--- config.mk ---
export PLATFORM = sky130hd
export DESIGN_NAME = multicycle_control_fsm_flat
export DESIGN_NICKNAME = d
export VERILOG_FILES = /design/src/rtl/multicycle_control_fsm_if.sv /design/src/rtl/multicycle_control_fsm.sv /design/src/flat_wrapper.sv
export SDC_FILE = /design/constraint.sdc
export NUM_CORES = 1
export LEC_CHECK = 0
export ABC_AREA = 1
export BUFFER_PORTS_ARGS = -buffer_cell sky130_fd_sc_hd__buf_2
export CAP_MARGIN = 20
export CORE_MARGIN = 2
export CORE_UTILIZATION = 50
export CTS_CLUSTER_SIZE = 8
export DETAILED_ROUTE_END_ITERATION = 10
export PLACE_DENSITY = 0.79
export SLEW_MARGIN = 20
export SYNTH_ARGS = -nofsm -noshare
export SYNTH_HDL_FRONTEND = slang
export SYNTH_SLANG_ARGS = --single-unit
--- constraint.sdc ---
create_clock -name clk -period 2.7 [get_ports clk]
set_input_delay 0.135 -clock clk [delete_from_list [all_inputs] [get_ports clk]]
set_output_delay 0.135 -clock clk [all_outputs]
set_load 0.01 [all_outputs]
--- src/rtl/multicycle_control_fsm_if.sv ---
// Control bundle between the multi-cycle sequencer and the datapath/memory port.
// The sequencer connects through "master"; the datapath side uses "slave".
interface multicycle_control_fsm_if;
    logic [6:0] opcode;
    logic [2:0] funct3;
    logic [6:0] funct7;
    logic       zero;
    logic       mem_ready;
    logic       mem_req;
    logic       mem_we;
    logic       iord;
    logic       ir_write;
    logic       pc_write;
    logic       pc_src;
    logic       alu_src_a;
    logic [1:0] alu_src_b;
    logic [2:0] alu_control;
    logic       reg_write;
    logic       mem_to_reg;
    logic       illegal_op;
    logic       mem_timeout;
    logic       halted;

    modport master (
        input  opcode, funct3, funct7, zero, mem_ready,
        output mem_req, mem_we, iord, ir_write, pc_write, pc_src, alu_src_a,
               alu_src_b, alu_control, reg_write, mem_to_reg, illegal_op,
               mem_timeout, halted
    );

    modport slave (
        output opcode, funct3, funct7, zero, mem_ready,
        input  mem_req, mem_we, iord, ir_write, pc_write, pc_src, alu_src_a,
               alu_src_b, alu_control, reg_write, mem_to_reg, illegal_op,
               mem_timeout, halted
    );
endinterface

--- src/rtl/multicycle_control_fsm.sv ---
// Multi-cycle FETCH..WB sequencer for the LD/SD/ADD/SUB/AND/OR/BEQ core.
// Define MC_PERF_CNT_EN to add the cycle_cnt / retired_cnt performance counters.
`ifndef OP_R_TYPE
`define OP_R_TYPE 7'b0110011
`endif
`ifndef OP_I_TYPE
`define OP_I_TYPE 7'b0000011
`endif
`ifndef OP_S_TYPE
`define OP_S_TYPE 7'b0100011
`endif
`ifndef OP_B_TYPE
`define OP_B_TYPE 7'b1100011
`endif
`ifndef FUNC3_ADD_SUB
`define FUNC3_ADD_SUB 3'b000
`endif
`ifndef FUNC3_AND
`define FUNC3_AND 3'b111
`endif
`ifndef FUNC3_OR
`define FUNC3_OR 3'b110
`endif
`ifndef FUNC7_SUB
`define FUNC7_SUB 7'b0100000
`endif
`ifndef ALU_AND
`define ALU_AND 3'b000
`endif
`ifndef ALU_OR
`define ALU_OR 3'b001
`endif
`ifndef ALU_ADD
`define ALU_ADD 3'b010
`endif
`ifndef ALU_SUB
`define ALU_SUB 3'b110
`endif

module multicycle_control_fsm #(
    parameter int unsigned MEM_WAIT_MAX    = 15,
    parameter bit          HALT_ON_ILLEGAL = 1'b1
) (
    input  logic                            clk,
    input  logic                            rst,
    multicycle_control_fsm_if.master        ctl
`ifdef MC_PERF_CNT_EN
    ,
    output logic [31:0]                     cycle_cnt,
    output logic [31:0]                     retired_cnt
`endif
);

    typedef enum logic [3:0] {
        FETCH, DECODE, MEM_ADDR, MEM_ACC, LOAD_WB, EXEC_R, R_WB, BRANCH, HALT
    } state_t;

    localparam logic [7:0] WAIT_LIMIT = MEM_WAIT_MAX[7:0];

    state_t     state, state_next;
    logic [7:0] wait_cnt;
    logic       wait_expire;
    logic       timeout_hit;
    logic       timeout_q;
    logic [2:0] r_alu, r_alu_q;
    logic       is_store;

    // Expiry is judged on the cycle that would make the count reach the limit.
    assign wait_expire = (wait_cnt >= (WAIT_LIMIT - 8'd1));
    assign is_store    = (ctl.opcode == `OP_S_TYPE);

    always_comb begin
        r_alu = `ALU_ADD;
        case (ctl.funct3)
            `FUNC3_ADD_SUB: r_alu = (ctl.funct7 == `FUNC7_SUB) ? `ALU_SUB : `ALU_ADD;
            `FUNC3_AND:     r_alu = `ALU_AND;
            `FUNC3_OR:      r_alu = `ALU_OR;
            default:        r_alu = `ALU_ADD;
        endcase
    end

    always_ff @(posedge clk or posedge rst) begin
        if (rst) begin
            state     <= FETCH;
            wait_cnt  <= 8'd0;
            timeout_q <= 1'b0;
            r_alu_q   <= `ALU_ADD;
        end else begin
            state <= state_next;
            if (state_next != state)
                wait_cnt <= 8'd0;
            else if (ctl.mem_req && !ctl.mem_ready)
                wait_cnt <= wait_cnt + 8'd1;
            if (timeout_hit)
                timeout_q <= 1'b1;
            if (state == EXEC_R)
                r_alu_q <= r_alu;
        end
    end

    // Every output is forced low while reset is asserted, including alu_control.
    always_comb begin
        state_next      = state;
        timeout_hit     = 1'b0;
        ctl.mem_req     = 1'b0;
        ctl.mem_we      = 1'b0;
        ctl.iord        = 1'b0;
        ctl.ir_write    = 1'b0;
        ctl.pc_write    = 1'b0;
        ctl.pc_src      = 1'b0;
        ctl.alu_src_a   = 1'b0;
        ctl.alu_src_b   = 2'b00;
        ctl.alu_control = `ALU_ADD;
        ctl.reg_write   = 1'b0;
        ctl.mem_to_reg  = 1'b0;
        ctl.illegal_op  = 1'b0;
        ctl.mem_timeout = timeout_q;
        ctl.halted      = 1'b0;
        if (rst) begin
            ctl.alu_control = 3'b000;
        end else begin
            case (state)
                FETCH: begin
                    ctl.mem_req   = 1'b1;
                    ctl.alu_src_b = 2'b01;
                    if (ctl.mem_ready) begin
                        ctl.ir_write = 1'b1;
                        ctl.pc_write = 1'b1;
                        state_next   = DECODE;
                    end else if (wait_expire) begin
                        timeout_hit = 1'b1;
                        state_next  = HALT;
                    end
                end
                DECODE: begin
                    ctl.alu_src_b = 2'b10;
                    case (ctl.opcode)
                        `OP_I_TYPE, `OP_S_TYPE: state_next = MEM_ADDR;
                        `OP_R_TYPE:             state_next = EXEC_R;
                        `OP_B_TYPE:             state_next = BRANCH;
                        default: begin
                            ctl.illegal_op = 1'b1;
                            state_next     = HALT_ON_ILLEGAL ? HALT : FETCH;
                        end
                    endcase
                end
                MEM_ADDR: begin
                    ctl.alu_src_a = 1'b1;
                    ctl.alu_src_b = 2'b10;
                    state_next    = MEM_ACC;
                end
                MEM_ACC: begin
                    ctl.mem_req = 1'b1;
                    ctl.iord    = 1'b1;
                    ctl.mem_we  = is_store;
                    if (ctl.mem_ready) begin
                        state_next = is_store ? FETCH : LOAD_WB;
                    end else if (wait_expire) begin
                        timeout_hit = 1'b1;
                        state_next  = HALT;
                    end
                end
                LOAD_WB: begin
                    ctl.reg_write  = 1'b1;
                    ctl.mem_to_reg = 1'b1;
                    state_next     = FETCH;
                end
                EXEC_R: begin
                    ctl.alu_src_a   = 1'b1;
                    ctl.alu_control = r_alu;
                    state_next      = R_WB;
                end
                R_WB: begin
                    ctl.reg_write   = 1'b1;
                    ctl.alu_control = r_alu_q;
                    state_next      = FETCH;
                end
                BRANCH: begin
                    ctl.alu_src_a   = 1'b1;
                    ctl.alu_control = `ALU_SUB;
                    if (ctl.zero && (ctl.funct3 == 3'b000)) begin
                        ctl.pc_write = 1'b1;
                        ctl.pc_src   = 1'b1;
                    end
                    state_next = FETCH;
                end
                HALT: begin
                    ctl.halted = 1'b1;
                end
                default: begin
                    state_next = FETCH;
                end
            endcase
        end
    end

`ifdef MC_PERF_CNT_EN
    logic retire;

    assign retire = (state_next == FETCH) &&
                    ((state == LOAD_WB) || (state == R_WB) || (state == BRANCH) ||
                     ((state == MEM_ACC) && is_store));

    always_ff @(posedge clk or posedge rst) begin
        if (rst) begin
            cycle_cnt   <= 32'd0;
            retired_cnt <= 32'd0;
        end else begin
            if (state != HALT)
                cycle_cnt <= cycle_cnt + 32'd1;
            if (retire)
                retired_cnt <= retired_cnt + 32'd1;
        end
    end
`endif

endmodule

--- src/flat_wrapper.sv ---
// flat-port wrapper written by rule: the top's interface ports become plain ports
module multicycle_control_fsm_flat 
#(
    parameter int unsigned MEM_WAIT_MAX    = 15,
    parameter bit          HALT_ON_ILLEGAL = 1'b1
)
  (clk, rst, ctl_opcode, ctl_funct3, ctl_funct7, ctl_zero, ctl_mem_ready, ctl_mem_req, ctl_mem_we, ctl_iord, ctl_ir_write, ctl_pc_write, ctl_pc_src, ctl_alu_src_a, ctl_alu_src_b, ctl_alu_control, ctl_reg_write, ctl_mem_to_reg, ctl_illegal_op, ctl_mem_timeout, ctl_halted);
  multicycle_control_fsm_if ctl_i ();
  input  logic clk;
  input  logic rst;
  input wire logic [$bits(ctl_i.opcode)-1:0] ctl_opcode;
  input wire logic [$bits(ctl_i.funct3)-1:0] ctl_funct3;
  input wire logic [$bits(ctl_i.funct7)-1:0] ctl_funct7;
  input wire logic [$bits(ctl_i.zero)-1:0] ctl_zero;
  input wire logic [$bits(ctl_i.mem_ready)-1:0] ctl_mem_ready;
  output wire logic [$bits(ctl_i.mem_req)-1:0] ctl_mem_req;
  output wire logic [$bits(ctl_i.mem_we)-1:0] ctl_mem_we;
  output wire logic [$bits(ctl_i.iord)-1:0] ctl_iord;
  output wire logic [$bits(ctl_i.ir_write)-1:0] ctl_ir_write;
  output wire logic [$bits(ctl_i.pc_write)-1:0] ctl_pc_write;
  output wire logic [$bits(ctl_i.pc_src)-1:0] ctl_pc_src;
  output wire logic [$bits(ctl_i.alu_src_a)-1:0] ctl_alu_src_a;
  output wire logic [$bits(ctl_i.alu_src_b)-1:0] ctl_alu_src_b;
  output wire logic [$bits(ctl_i.alu_control)-1:0] ctl_alu_control;
  output wire logic [$bits(ctl_i.reg_write)-1:0] ctl_reg_write;
  output wire logic [$bits(ctl_i.mem_to_reg)-1:0] ctl_mem_to_reg;
  output wire logic [$bits(ctl_i.illegal_op)-1:0] ctl_illegal_op;
  output wire logic [$bits(ctl_i.mem_timeout)-1:0] ctl_mem_timeout;
  output wire logic [$bits(ctl_i.halted)-1:0] ctl_halted;
  assign ctl_i.opcode = ctl_opcode;
  assign ctl_i.funct3 = ctl_funct3;
  assign ctl_i.funct7 = ctl_funct7;
  assign ctl_i.zero = ctl_zero;
  assign ctl_i.mem_ready = ctl_mem_ready;
  assign ctl_mem_req = ctl_i.mem_req;
  assign ctl_mem_we = ctl_i.mem_we;
  assign ctl_iord = ctl_i.iord;
  assign ctl_ir_write = ctl_i.ir_write;
  assign ctl_pc_write = ctl_i.pc_write;
  assign ctl_pc_src = ctl_i.pc_src;
  assign ctl_alu_src_a = ctl_i.alu_src_a;
  assign ctl_alu_src_b = ctl_i.alu_src_b;
  assign ctl_alu_control = ctl_i.alu_control;
  assign ctl_reg_write = ctl_i.reg_write;
  assign ctl_mem_to_reg = ctl_i.mem_to_reg;
  assign ctl_illegal_op = ctl_i.illegal_op;
  assign ctl_mem_timeout = ctl_i.mem_timeout;
  assign ctl_halted = ctl_i.halted;
  multicycle_control_fsm #(.MEM_WAIT_MAX(MEM_WAIT_MAX), .HALT_ON_ILLEGAL(HALT_ON_ILLEGAL)) u_core (.clk(clk), .rst(rst), .ctl(ctl_i));
endmodule
==> qor.yml <==
place:
  dp_hpwl_um: 2560
  io_buffers: 37
  gp_congestion: 0.800
clock_tree:
  clk_latency_ps: 300
  clk_pin_slew_ps: 90
  cts_buffers: 3
  ctsHoldBuffers: 0
  cts_tree: "done"
  htreeDepth: 1
  cts_sinks: 16
  cts_setup_buffers: 0
  post_cts_resized: 0
  ctsLongestPathBuffers: 2
  ctsRootBufferMaster: "clkbuf_4"
synth:
  syn_avg_cell_area_sq_um: 6.72
  synth-simple-area-share_pct: 48.2
  synth_xor_area_share_pct: 1.89
  synth_top_family_by_area: "simple AND/OR/NAND/NOR gates"
  synth.top_cell.area_share_pct: 27.0
  ys_dominant_reg_cell: "dfrtp_1"
  syn_inst: 207
  synth_fa_ha_area_share_pct: 1.80
  synth.distinct_cells: 32
  synth_mux_area_share_pct: 0
  synth_area_sq_mm: 0.00139
  synth_area_leaders: "dfrtp_1 27%, nand2_1 13%, nor2_1 8.4%"
  synth-seq-cells: 16
  yosysTopAreaCell: "dfrtp_1"
  ys_async_sr_fraction_pct: 100
  synth_compound_area_share_pct: 9.18
  synth-edff-count: 0
  syn_nets: 230
  yosys_warnings: 0
  yosysSeqAreaShare_pct: 28.9
power:
  sequentialPowerShare_pct: 29.7
  switching_share_pct: 48.5
  p_int_mw: 0.607
  max-vdd-ir-drop_uv: 492
  power.leakage_nw: 0.913
  cellPowerDensity_mw_per_mm2: 719
  power.switching_mw: 0.572
  pwr-share-comb_pct: 56.1
  pwr-share-clk_pct: 14.2
finish:
  area_delta_synth_final_pct: 17.8
  drive_above_1_share_pct: 34.1
  multiInputGateArea_sq_um: 848
  mostFrequentLayoutCells: "49 x nand2_1, 37 x buf_2, 31 x nor2_1"
  nFillCells: 286
  nets: 270
  regArea_sq_um: 402
  mostFrequentLayoutCell: "nand2_1"
  diodes: 0
worst_setup_path:
  crit_type: "reg2out"
  crit_top_cell: "nor2_1"
  required_ps: 2570
  cp.arrival_ps: 1750
  cp_slowest_cell: "dfrtp_1"
  cp_cell_sequence: "nor2_1 -> nand2_2 -> nor2_1 -> nand2_1 -> inv_1 -> or2_2 -> buf_2"
  worstSetupStartpointType: "register"
  slowest_delay_ps: 540
  cp-end-kind: "output port"
  critPathMaxFanout: 10
outcome:
  status: "finished, final reports clean"
drt:
  post_drt_via_cell_ratio: 5.07
  routed_wl_um: 3120
  drc: 0
  drt_first_iter_violations: 45
  wl_per_cell_um: 11.3
  antenna_left: 0
  vias: 1405
  dr.pass1.iters: 4
timing:
  min_period_ps: 1890
  slew_headroom_pct: 63.2
  worst_slew_pin_slew_ps: 552
  finalHoldViolations: 0
  slew_violations: 0
  fmax_mhz: 529
  skew_ps: 5.30
  setup_tns_ps: 0
  rsz0062_at_grt: "no"
  whs_ps: 22.9
  post-route-period-util_pct: 70.0
  setup_viol: 0
die:
  die_height_um: 56.7
  initial_core_util_pct: 51.7
  die_w_um: 56.7
  die_area_sq_mm: 0.00322
  coreArea_sq_mm: 0.00269
  rows: 19
  pin_count: 38
grt:
  grt_pass1_wl_um: 5440
  grt.overflow.total: 0
  gr-usage-all-layers_pct: 21.2
  grt_pass1_vias: 1311
  antenna_found_initial: 0
  grt_max_degree: 19
worst_hold_path:
  min_path_type: "in2async"
run:
  max_cap_viol_count: 0
==> routing by layer <==
layer | up-vias | global-route usage (%) | part of all wire [%]
met3 | 7 | 2.07 | 5.4
met1 | 625 | 27.6 | 44
met5 | - | 0 | 0
met4 | 0 | 9.52 | 2.3
li1 | 737 | - | -
met2 | 36 | 35.2 | 48
==> cells by family after synthesis <==
| group | after synthesis |
|---|---|
| adder cells (fa/ha/maj) | 2 |
| XOR/XNOR | 3 |
| AO/OA/AOI/OAI | 20 |
| buffers and inverters | 35 |
| AND/OR/NAND/NOR | 131 |
| flip-flops | 16 |
==> power by group through the flow <==
stage / clock (mW) / sequential [mW] / combinational [mW]
detailed placement: 0 / 0.354 / 0.666
floorplan: 0 / 0.331 / 0.554
CTS: 0.169 / 0.350 / 0.668
global route: 0.179 / 0.362 / 0.745
finish: 0.167 / 0.350 / 0.661
global placement: 0 / 0.353 / 0.658
==> registers in the layout, indices dropped and copies added, names as in the netlist <==
register	count
u_core.state	4
u_core.ctl.mem_timeout	1
u_core.r_alu_q	3
u_core.wait_cnt	8
==> metrics by stage <==
stage,worst slack (ps),instance area (sq um),utilization (%),cells,total power [mW]
5_1_grt,638,1640,61.0,277,1.29
3_5_place_dp,880,1600,59.6,273,1.02
6_report,811,1640,61.0,277,1.18
4_1_cts,801,1640,61.0,277,1.19
3_3_place_gp,924,1600,59.6,273,1.01
2_1_floorplan,1110,1390,-,207,0.884
==> cell type report <==
type / count / share of cell area [%]
clock buffers: 4 / 2.22
inverters: 32 / 7.33
repair buffers: 38 / 11.8
flip-flops and latches: 16 / 24.5
well taps: 31 / 2.37
multi-input cells: 156 / 51.8
==> path summary, 6_finish.rpt <==
check	depth (start not counted)	to	from	slack (ps)
max	7	ctl_pc_write	u_core.state[1]	810
min in group clk	4	u_core.r_alu_q[2]	ctl_funct7[2]	100
min reg2reg	1	u_core.ctl.mem_timeout	u_core.ctl.mem_timeout	480
max reg2reg	13	u_core.wait_cnt[5]	u_core.wait_cnt[0]	870
max in group asynchronous	3	u_core.wait_cnt[4]	rst	2100
min	2	u_core.r_alu_q[0]	rst	20
==> Yosys cell counts (all sizes together), types with 2 or more instances <==
cell	n
inv	32
nand4	7
ha	2
a21oi	9
dfrtp	15
or2	2
a31oi	2
nor2	42
nor3	5
o21ai	5
buf	2
xor2	3
nand3	12
nand2	61
==> worst max-delay path, delay by kind of cell (launching register included) <==
kind                   cells  cell delay, ps
buffers and inverters      2             190
and+or+nand+nor            5             730
DFF                        1             540
(Power assumes the default switching activity.)
